`config.mk`:
```
export PLATFORM = sky130hd
export DESIGN_NAME = mem_port_arbiter
export DESIGN_NICKNAME = d
export VERILOG_FILES = /design/src/rtl/mem_port_arbiter.sv
export SDC_FILE = /design/constraint.sdc
export NUM_CORES = 1
export LEC_CHECK = 0
export BUFFER_PORTS_ARGS = -buffer_cell sky130_fd_sc_hd__buf_2
export CAP_MARGIN = 15
export CELL_PAD_IN_SITES_DETAIL_PLACEMENT = 0
export CELL_PAD_IN_SITES_GLOBAL_PLACEMENT = 1
export CORE_AREA = 2 2 98 138
export CTS_BUF_LIST = sky130_fd_sc_hd__clkbuf_4 sky130_fd_sc_hd__clkbuf_8
export DETAILED_ROUTE_END_ITERATION = 16
export DIE_AREA = 0 0 100 140
export GPL_TIMING_DRIVEN = 0
export PLACE_DENSITY = 0.82
export SYNTH_ARGS = -nofsm -noshare
export SYNTH_HDL_FRONTEND = slang
export SYNTH_SLANG_ARGS = --single-unit
```
`constraint.sdc`:
```
create_clock -name clk -period 2.9 [get_ports clk]
set_input_delay 0.58 -clock clk [delete_from_list [all_inputs] [get_ports clk]]
set_output_delay 0.58 -clock clk [all_outputs]
set_load 0.01 [all_outputs]
```
`src/rtl/mem_port_arbiter.sv`:
```
// Arbitrates one single-ported memory between the fetch port and the data port, data first.
// Define MEM_ARB_STARVE_GUARD_EN to compile in the bounded-wait promotion of fetch.
module mem_port_arbiter #(
  parameter int ADDR_W       = 32,
  parameter int DATA_W       = 32,
  parameter int STARVE_LIMIT = 4
) (
  input  logic              clk,
  input  logic              reset,
  input  logic              if_req,
  input  logic [ADDR_W-1:0] if_addr,
  output logic [DATA_W-1:0] if_rdata,
  output logic              if_ack,
  input  logic              d_req,
  input  logic              d_we,
  input  logic [ADDR_W-1:0] d_addr,
  input  logic [DATA_W-1:0] d_wdata,
  output logic [DATA_W-1:0] d_rdata,
  output logic              d_ack,
  output logic              m_req,
  output logic              m_we,
  output logic [ADDR_W-1:0] m_addr,
  output logic [DATA_W-1:0] m_wdata,
  input  logic [DATA_W-1:0] m_rdata,
  input  logic              m_ack,
  output logic              busy
);

  typedef enum logic [1:0] {IDLE, GNT_I, GNT_D} state_t;

  state_t state, state_nxt;
  logic   promote;
  logic   grant_i, grant_d;

  if (STARVE_LIMIT < 1) begin : g_limit_check
    $error("STARVE_LIMIT must be at least 1");
  end

`ifdef MEM_ARB_STARVE_GUARD_EN
  localparam int CNT_W = $clog2(STARVE_LIMIT + 1);
  localparam logic [CNT_W-1:0] CNT_MAX = CNT_W'(STARVE_LIMIT);

  logic [CNT_W-1:0] starve_cnt;

  // Counts every cycle fetch is left waiting, including cycles spent behind a data access.
  always_ff @(posedge clk) begin
    if (reset) begin
      starve_cnt <= '0;
    end else if (grant_i) begin
      starve_cnt <= '0;
    end else if (if_req && state != GNT_I && starve_cnt != CNT_MAX) begin
      starve_cnt <= starve_cnt + CNT_W'(1);
    end
  end

  assign promote = (starve_cnt == CNT_MAX);
`else
  assign promote = 1'b0;
`endif

  always_comb begin
    // NOTE: every output of this block gets a default first so no latch is inferred.
    state_nxt = state;
    if_ack    = 1'b0;
    d_ack     = 1'b0;
    case (state)
      IDLE: begin
        if (if_req && (!d_req || promote)) state_nxt = GNT_I;
        else if (d_req)                    state_nxt = GNT_D;
      end
      GNT_I: begin
        if_ack = m_ack && !reset;
        if (m_ack) state_nxt = IDLE;
      end
      GNT_D: begin
        d_ack = m_ack && !reset;
        if (m_ack) state_nxt = IDLE;
      end
      default: state_nxt = IDLE;
    endcase
  end

  assign grant_i  = (state == IDLE) && (state_nxt == GNT_I);
  assign grant_d  = (state == IDLE) && (state_nxt == GNT_D);
  assign busy     = (state != IDLE);
  assign if_rdata = m_rdata;
  assign d_rdata  = m_rdata;

  always_ff @(posedge clk) begin
    // NOTE: sequential state uses non-blocking assignments so every register samples pre-edge values.
    if (reset) state <= IDLE;
    else       state <= state_nxt;
  end

  // Memory-side registers are loaded only on a grant edge and otherwise hold.
  always_ff @(posedge clk) begin
    if (reset) begin
      m_req   <= 1'b0;
      m_we    <= 1'b0;
      m_addr  <= '0;
      m_wdata <= '0;
    end else if (grant_i) begin
      m_req  <= 1'b1;
      m_we   <= 1'b0;
      m_addr <= if_addr;
    end else if (grant_d) begin
      m_req   <= 1'b1;
      m_we    <= d_we;
      m_addr  <= d_addr;
      m_wdata <= d_wdata;
    end else if (state != IDLE && m_ack) begin
      m_req <= 1'b0;
    end
  end

endmodule

```
==> flow_metrics.tcl, run 1 <==
set metrics [dict create \
    status "finished clean" \
    finalCritPeriodShare_pct 84.9 \
    cts.sinks 68 \
    cts_root_buffer "clkbuf_8" \
    hold_path.class "flip-flop to flip-flop" \
    clk_latency_ns 0.35 \
    place.port_buffers 233 \
    core_um2 12800 \
    avgSynthCellArea_um2 8.47 \
    powerDensity_nw_per_um2 549 \
    ys_seq_area_share_pct 38.7 \
    cts_resized 0 \
    ys_seq_elements 68 \
    diodes 0 \
    cts_tree "yes" \
    die_w_um 100 \
    layout_commonest_cell "buf_2" \
    fin_crit_ns 2.46 \
    synth.distinct_cells 29 \
    post-cts-setup-buffers 0 \
    fin_nets 797 \
    maxSlewViolCount 0 \
    die_area_um2 14000 \
    cp-end-kind "output port" \
    drive_gt1_share_pct 57.8 \
    vias_per_cell 4.51 \
    wirelength_um 11500 \
    maxCapViolations 0 \
    drt_iter0_markers 161 \
    critical_path_arrival_ns 1.88 \
    crit_fanout 10 \
    fin_skew_ns 0.0125 \
    mostFrequentLayoutCells "buf_2, nand2_1, dfxtp_1, buf_4, a21oi_1" \
    yosys-top-cells-area "dfxtp_1, buf_4, nand2_1" \
    postLayoutCellArea_um2 5110 \
    crit_required_ns 2.32 \
    place.gp.congestion 0.734 \
    slowest_stage "clkbuf_1" \
    synth_top_area_cell "dfxtp_1" \
    grt_pass1_vias 3700 \
    path_clk_slew_ns 0.07 \
    synthToLayoutAreaGrowth_pct 45.4 \
    tightestPinTransition_ns 0.775 \
    slew_headroom_pct 48.3 \
    vdd.ir_drop.worst_uv 194 \
    vias 3686 \
    die_h_um 140 \
    cp_cell_sequence "clkbuf_1, clkbuf_1, nor3b_1, buf_2" \
    syn_nets 553 \
    fillCellCount 1344 \
    wl_per_cell_um 14.0 \
    antenna_found_initial 1 \
    grt.overflow.total 0 \
    synth_warnings 0 \
    p_leak_uw 0.00252 \
    grt_usage_pct 16.1 \
    timing.final.ws_setup_ns 0.437 \
    crit_type "input pin to output port" \
    critPathMaxStageDelay_ns 0.57 \
    grt_pass1_wl_um 17900 \
    dr.pass1.iters 4 \
    cts_buffers 9 \
    worstSetupStartpointType "input pin" \
    finalHoldViolations 0 \
    rows 49 \
    postPlaceCellArea_um2 4870 \
    drc 0 \
    finalSetupTns_ns 0 \
    dp.final_hpwl_um 9130 \
    grt_start_max_net_pins 12 \
    io_pins 267 \
    max_freq_mhz 406 \
    place_ws_ns 0.380 \
    critPathMostFrequentCell "clkbuf_1" \
    setup_viol_count_final 0 \
    cts_hold_buf 0 \
    synth_top_area_share_pct 38.7 \
    ant_nets 0 \
    h-tree-depth 3 \
    synth_cells 415 \
    rsz0062_at_grt "no" \
    synthesis.area_um2 3520 \
    cts_buffer_depth 2 \
    initial_core_util_pct 27.6 \
]
## through the flow
stage	util, %	power [µW]	hold slack (ns)	instances
finish	40.1	2810	0.453	817
global route	40.1	2970	0.440	817
CTS	40.1	2860	0.437	817
detailed placement	38.2	1900	0.444	801
global placement	38.2	1880	0.440	801
floorplan	-	1590	0.481	415
## worst max-delay path: cells and delay by family
family / cells / cell delay (ns)
buf+inv: 3 / 1.12
simple gates: 1 / 0.18
## sequential cells by signal (all words and copies together), names as in the netlist
name     flops
m_we         1
state        2
m_wdata     32
m_addr      32
m_req        1
## metal layers
metal / GRT usage (%) / routed length (µm) / share of wire [%] / vias up
met5: 0 / 17 / 0.15 / -
met4: 6.56 / 259 / 2.3 / 2
met3: 4.89 / 1100 / 9.6 / 26
met2: 30.5 / 5970 / 52 / 190
met1: 16.0 / 4130 / 36 / 1665
li1: - / - / - / 1803
## cell type report
cell class	instances	area [µm²]	share of cell area, %
Multi-Input combinational cell	250	1480	28.9
Sequential cell	68	1360	26.6
Timing Repair Buffer	233	1170	22.8
Buffer	92	657	12.8
Tap cell	153	191	3.74
Clock buffer	13	173	3.38
Clock inverter	3	67.6	1.32
Inverter	5	18.8	0.367
## logic make-up after synthesis
group | count (synthesis) | synth area share (%)
compound gates | 107 | 24.7
flops | 68 | 38.7
buf+inv | 97 | 19.2
fa+ha+maj | 4 | 1.42
mux | 1 | 0.285
simple gates | 138 | 15.6
## power breakdown
group | switching (µW) | internal, µW | leakage [µW]
clock network | 374 | 565 | 0.000119
logic | 420 | 363 | 0.00184
registers | 50.3 | 1030 | 0.000559
total | 845 | 1960 | 0.00252
## worst paths after layout
| kind | startpoint | endpoint | slack (ns) | cells after the start |
|---|---|---|---|---|
| max | reset | d_ack | 0.44 | 4 |
| min | m_wdata[20] | m_wdata[20] | 0.45 | 2 |
| max reg2reg | state[0] | m_addr[0] | 0.54 | 9 |
| min reg2reg | m_wdata[20] | m_wdata[20] | 0.45 | 2 |
## Yosys cell counts
cell       count
a21oi_1       44
o21ai_0        1
and2_4         1
nor2b_2        1
a211oi_1       9
nor3b_1        2
o21ai_4        1
a211oi_2      25
o2111a_1       1
inv_1          5
dfxtp_1       68
nor2b_4        1
nand2_1       98
nor2b_1        1
ha_1           4
nor2_1        33
buf_6          4
o2111a_2       1
nor3_1         1
buf_2         12
o21ai_1        1
clkbuf_1       9
o21a_1         1
mux2i_1        1
buf_4         65
a21oi_2       20
buf_8          2
o2111ai_2      2
a31oi_1        1
(Power assumes the default switching activity.)
==> run 2, diff against run 1 <==
==> config.mk (replaced) <==
export PLATFORM = sky130hd
export DESIGN_NAME = mem_port_arbiter
export DESIGN_NICKNAME = d
export VERILOG_FILES = /design/src/rtl/mem_port_arbiter.sv
export SDC_FILE = /design/constraint.sdc
export NUM_CORES = 1
export LEC_CHECK = 0
export ABC_AREA = 1
export BUFFER_PORTS_ARGS = -buffer_cell sky130_fd_sc_hd__buf_2
export CAP_MARGIN = 15
export CELL_PAD_IN_SITES_DETAIL_PLACEMENT = 0
export CELL_PAD_IN_SITES_GLOBAL_PLACEMENT = 1
export CORE_AREA = 2 2 108 152
export CTS_BUF_LIST = sky130_fd_sc_hd__clkbuf_4 sky130_fd_sc_hd__clkbuf_8
export DETAILED_ROUTE_END_ITERATION = 16
export DIE_AREA = 0 0 110 154
export GPL_TIMING_DRIVEN = 0
export PLACE_DENSITY = 0.76
export SYNTH_ARGS = -nofsm -noshare
export SYNTH_HDL_FRONTEND = slang
export SYNTH_SLANG_ARGS = --single-unit
==> constraint.sdc (replaced) <==
create_clock -name clk -period 2.1 [get_ports clk]
set_input_delay 0.42 -clock clk [delete_from_list [all_inputs] [get_ports clk]]
set_output_delay 0.42 -clock clk [all_outputs]
set_load 0.01 [all_outputs]
==> run 2 against run 1 <==
Compared with the run above:
- die area is 21% higher
- non-clock buffer count up 1
- first-iteration DRC count increased by 16%
- power is 38% higher
- synthesized cell count grew 30%
- utilization is 5.8 points lower
- global-route usage fell by 1.7 points
- clock skew is 0.0062 ns lower
- sequential share of layout area shrank 0.94 points
- clock power grew 17%
- count of clock-buffer cells in the layout is 1 lower
- sequential power is 44% higher
==> flow_metrics.tcl, run 2 <==
set metrics [dict create \
    r2r_slack_ns 0.15 \
    ant_nets 0 \
    maxSlewViolCount 0 \
    grt_pass1_vias 3786 \
    synth.distinct_cells 26 \
    holdPathEnd "m_wdata[16]" \
    io_pins 267 \
    cts_hold_buf 0 \
    drive_gt1_share_pct 44.1 \
    worstSetupStartpoint "state[0]" \
    antenna_found_initial 1 \
    cts_buffers 9 \
    yosys-top-cells-count "nor2_1, dfxtp_1, buf_4" \
    die_w_um 110 \
    initial_core_util_pct 23.7 \
    clk_latency_ns 0.34 \
    dp.final_hpwl_um 10100 \
    crit_type "flip-flop to flip-flop" \
    avgSynthCellArea_um2 6.78 \
    cts_buffer_depth 2 \
    synth_cells 541 \
    max_freq_mhz 513 \
    rsz0062_at_grt "no" \
    grt_busiest_layer "met2" \
    cp-end-kind "flip-flop" \
    worstSetupStartpointType "flip-flop" \
    dp_cells 971 \
    critical_path_arrival_ns 2.19 \
    core_um2 15500 \
    crit_required_ns 2.35 \
    finalCritPeriodShare_pct 92.8 \
    slowest_stage "dfxtp_2" \
    tightestPinTransition_ns 0.593 \
    ys_seq_area_share_pct 37.1 \
    finalPower_uw 3870 \
    cts_resized 4 \
    synth_warnings 0 \
    hold_start "d_wdata[16]" \
    fin_crit_ns 1.95 \
    yosys-top-cells-area "dfxtp_1, nor2_1, buf_4" \
    crit_fanout 10 \
    finalSetupTns_ns 0 \
    layout_commonest_cell "buf_2" \
    grt.met1_usage_pct 14.6 \
    fin_nets 924 \
    setup_viol_count_final 0 \
    reg2reg_to "m_wdata[18]" \
    hold_path.class "input pin to flip-flop" \
    mostFrequentLayoutCells "buf_2, nor2_1, buf_4, dfxtp_1, nand2_1" \
    p_leak_uw 0.00296 \
    met2_usage_pct 27.0 \
    utilization_pct 34.3 \
    synth-edff-count 0 \
    place.port_buffers 234 \
    powerDensity_nw_per_um2 729 \
    critPathMaxStageDelay_ns 0.39 \
    syn_nets 679 \
    fin_skew_ns 0.00634 \
    slew_headroom_pct 60.4 \
    synth_most_common_cell "nor2_1" \
    synth_top_area_cell "dfxtp_1" \
    grt_usage_pct 14.4 \
    wirelength_um 12400 \
    rows 54 \
    critical_path.top_delay_family "buffers and inverters" \
    drt_iter0_markers 186 \
    synthToLayoutAreaGrowth_pct 44.8 \
    timing.final.ws_setup_ns 0.152 \
    cp_cell_sequence "inv_1, ha_1, nand3_2, nand3_1, inv_2, nand3_4, buf_6, buf_2, o21ai_1, nor2_1" \
    die_area_um2 16900 \
    status "finished clean" \
    async_flop_share_pct 0 \
    maxCapViolations 0 \
    post-cts-setup-buffers 0 \
    die_h_um 154 \
    reg2reg_from "state[0]" \
    layout.cells.non_filler 986 \
    dr.pass1.iters 4 \
    vias_per_cell 4.05 \
    place.gp.congestion 0.781 \
    cts_root_buffer "clkbuf_8" \
    synth_top_area_share_pct 37.1 \
    reg_top3 "m_addr: 32 flops, m_wdata: 32 flops, state: 2 flops" \
    finalHoldViolations 0 \
    grt_start_max_net_pins 11 \
    met3_usage_pct 2.76 \
    vias 3998 \
    h-tree-depth 3 \
    grt_pass1_wl_um 18600 \
    cts.sinks 68 \
    ys_seq_elements 68 \
    wl_per_cell_um 12.6 \
    place_ws_ns -0.0303 \
    grt.overflow.total 0 \
    cp_num_buf_inv 4 \
    synthesis.area_um2 3670 \
    whs_path_depth 3 \
    vdd.ir_drop.worst_uv 249 \
    r2r_cells 10 \
    drc 0 \
    cts_tree "yes" \
    synth-main-ff-cell "dfxtp_1" \
    path_clk_slew_ns 0.07 \
]
-- run 2: cell count changes after synthesis, sizes merged, moves of 31 or more --
cell / before / now
inv: 5 / 39
nor2: 33 / 186
a21oi: 64 / 16
a211oi: 34 / 0
o21ai: 3 / 34
nand2: 98 / 64
-- run 2: area by class of cell --
type / instances / area, µm²
well taps: 196 / 245
clock buffers: 12 / 159
clock inverters: 2 / 35.0
repair buffers: 234 / 1170
multi-input cells: 341 / 1540
fillers: 1796 / 10200
plain buffers: 92 / 646
diodes: 1 / 2.50
flip-flops and latches: 68 / 1360
inverters: 40 / 150
-- run 2: worst max-delay path by stage --
stage / cells past startpoint / slack (ns) / to
3_3_place_gp: 10 / -0.05 / m_addr[7]
4_1_cts: 11 / 0.02 / m_addr[24]
6_report: 10 / 0.15 / m_wdata[18]
3_5_place_dp: 10 / -0.03 / m_addr[7]
5_1_grt: 8 / 0.0005 / m_wdata[24]
2_1_floorplan: 10 / 0.34 / m_wdata[10]
-- run 2: where the power goes --
group          internal [µW]  switching [µW]  total (µW)
combinational            552             677        1230
sequential              1470            78.9        1550
clock                    612             485        1100
total                   2630            1240        3870
-- run 2: per-stage QoR --
step	hold WS (ns)	area (µm²)
after floorplan	0.485	3670
final	0.304	5310
after detailed placement	0.463	5080
after global placement	0.455	5080
after global routing	0.294	5310
after CTS	0.286	5290
-- run 2: layer usage --
metal	vias to the layer above	part of all wire (%)
met5	-	0
met4	0	2.8
met3	20	6.7
met2	161	53
met1	1717	37
li1	2100	-
-- run 2: logic make-up after synthesis --
family          Yosys count  synth area share [%]
fa+ha+maj                 4                  1.36
simple gates            286                  33.0
compound gates           51                  7.13
buf+inv                 132                  21.4
flops                    68                  37.1
-- run 2: worst register-to-register path: stages (launching register included) --
cell     delay (ns)
dfxtp_2        0.39
inv_1          0.09
ha_1           0.33
nand3_2        0.11
nand3_1        0.10
inv_2          0.13
nand3_4        0.13
buf_6          0.18
buf_2          0.20
o21ai_1        0.16
nor2_1         0.05
==> run 3, diff against run 2 <==
--- a/config.mk
+++ b/config.mk
@@ -16,6 +16,7 @@
 export DIE_AREA = 0 0 110 154
 export GPL_TIMING_DRIVEN = 0
 export PLACE_DENSITY = 0.76
+export RECOVER_POWER = 100
 export SYNTH_ARGS = -nofsm -noshare
 export SYNTH_HDL_FRONTEND = slang
 export SYNTH_SLANG_ARGS = --single-unit
==> run 3 against run 2 <==
Compared with the run above:
- combinational power fell by 6%
- via count increased by 0.45%
- routed wire length increased by 0.40%
- die area is the same
- setup slack worse by 0.026 ns
- sequential share of layout area increased by 0.84 points
- first-iteration DRC count is 12% higher
==> flow_metrics.tcl, run 3 (same netlist as run 2, synthesis figures left out) <==
set metrics [dict create \
    grt.overflow.total 0 \
    maxSlewViolCount 0 \
    fin_crit_ns 1.97 \
    wl_met2_um 6610 \
    topRoutingLayerUsed "met4" \
    max_freq_mhz 507 \
    cp-end-kind "output port" \
    initial_core_util_pct 23.7 \
    timing.final.ws_setup_ns 0.126 \
    p_leak_uw 0.00251 \
    postPlaceCellArea_um2 5080 \
    grt_pass1_vias 3786 \
    powerDensity_nw_per_um2 741 \
    antenna_found_initial 1 \
    cts_root_buffer "clkbuf_8" \
    fin_nets 924 \
    critical_path_arrival_ns 1.55 \
    finalHoldViolations 0 \
    crit_fanout 10 \
    drc 0 \
    layout_commonest_cell "nor2_1" \
    fin_skew_ns 0.00617 \
    tightestPinTransition_ns 0.589 \
    worstSetupStartpointType "input pin" \
    utilization_pct 33.2 \
    drive_gt1_share_pct 27.5 \
    die_area_um2 16900 \
    path_clk_slew_ns 0.07 \
    core_um2 15500 \
    grt_start_max_net_pins 11 \
    vias_per_cell 4.07 \
    rows 54 \
    wl_per_cell_um 12.6 \
    fillCellCount 1842 \
    grt_usage_pct 14.4 \
    crit_required_ns 1.68 \
    cts_tree "yes" \
    setup_viol_count_final 0 \
    clk_latency_ns 0.34 \
    rsz0062_at_grt "no" \
    io_pins 267 \
    fin_hold_ws_ns 0.310 \
    maxCapViolations 0 \
    status "finished clean" \
    cts_buffer_depth 2 \
    ant_nets 0 \
    crit_type "input pin to output port" \
    place_ws_ns -0.0303 \
    vias 4016 \
    finalCritPeriodShare_pct 94.0 \
    dp.final_hpwl_um 10100 \
    vdd.ir_drop.worst_uv 244 \
    reg_top3 "m_addr: 32 flops, m_wdata: 32 flops, state: 2 flops" \
    wl_met1_um 4660 \
    wirelength_um 12400 \
    hold_path.class "input pin to flip-flop" \
    grt_pass1_wl_um 18600 \
    dr.pass1.iters 4 \
    wl_met3_um 849 \
    drt_iter0_markers 208 \
    mostFrequentLayoutCells "nor2_1, clkbuf_1, buf_2, buf_4, dfxtp_1" \
    die_h_um 154 \
    place.port_buffers 234 \
    cts_hold_buf 0 \
    cts.sinks 68 \
    slew_headroom_pct 60.7 \
    place.gp.congestion 0.781 \
    die_w_um 110 \
    synthToLayoutAreaGrowth_pct 40.3 \
    h-tree-depth 3 \
    postLayoutCellArea_um2 5140 \
    cts_buffers 9 \
]
[run 3: cell count changes in the layout (fill, tap and decap cells not counted)]
cell | previous run | this run
o21ai_0 | 21 | 29
buf_2 | 241 | 106
clkbuf_1 | 9 | 140
o21ai_1 | 13 | 5
buf_6 | 3 | 2
clkbuf_2 | 2 | 6
clkbuf_4 | 2 | 3
[run 3: stage by stage]
stage | std cells | setup TNS (ns) | total power [µW]
2_1_floorplan | 541 | 0 | 2320
3_3_place_gp | 971 | -0.113 | 2810
3_5_place_dp | 971 | -0.0361 | 2820
4_1_cts | 985 | 0 | 3950
5_1_grt | 986 | 0 | 4100
6_report | 986 | 0 | 3810
[run 3: final timing paths]
kind	from	endpoint	slack [ns]	cells after the start
min	d_wdata[8]	m_wdata[8]	0.31	3
max reg2reg	state[0]	m_wdata[18]	0.13	10
min reg2reg	m_addr[4]	m_addr[4]	0.48	2
max	reset	if_ack	0.13	5
[run 3: report_power, final]
part	leakage [µW]	switching (µW)	internal [µW]
Sequential	0.000561	85.0	1470
Combinational	0.00185	677	485
Clock	0.000102	483	612
Total	0.00251	1250	2570
[run 3: repair_timing]
item	4_1_cts	5_1_grt
setup buffers	0	0
gates resized for setup	4	9
setup endpoints to repair	10	58
[run 3: layout make-up]
class / instances / area [µm²] / share of cell area, %
Antenna cell: 1 / 2.50 / 0.0486
Clock buffer: 12 / 159 / 3.09
Sequential cell: 68 / 1360 / 26.5
Tap cell: 196 / 245 / 4.77
Multi-Input combinational cell: 341 / 1540 / 29.9
Timing Repair Buffer: 234 / 1010 / 19.6
Buffer: 92 / 642 / 12.5
Clock inverter: 2 / 35.0 / 0.681
Inverter: 40 / 150 / 2.92
[run 3: worst max-delay path: stages]
cell and delay [ns]:
buf_2 0.12, inv_1 0.18, clkbuf_1 0.43, and3_1 0.24, clkbuf_1 0.16
[run 3: metal layers]
layer / track usage (%) / vias up
li1: - / 2102
met1: 14.6 / 1735
met2: 27.0 / 161
met3: 2.76 / 18
met4: 7.17 / 0
met5: 0 / -
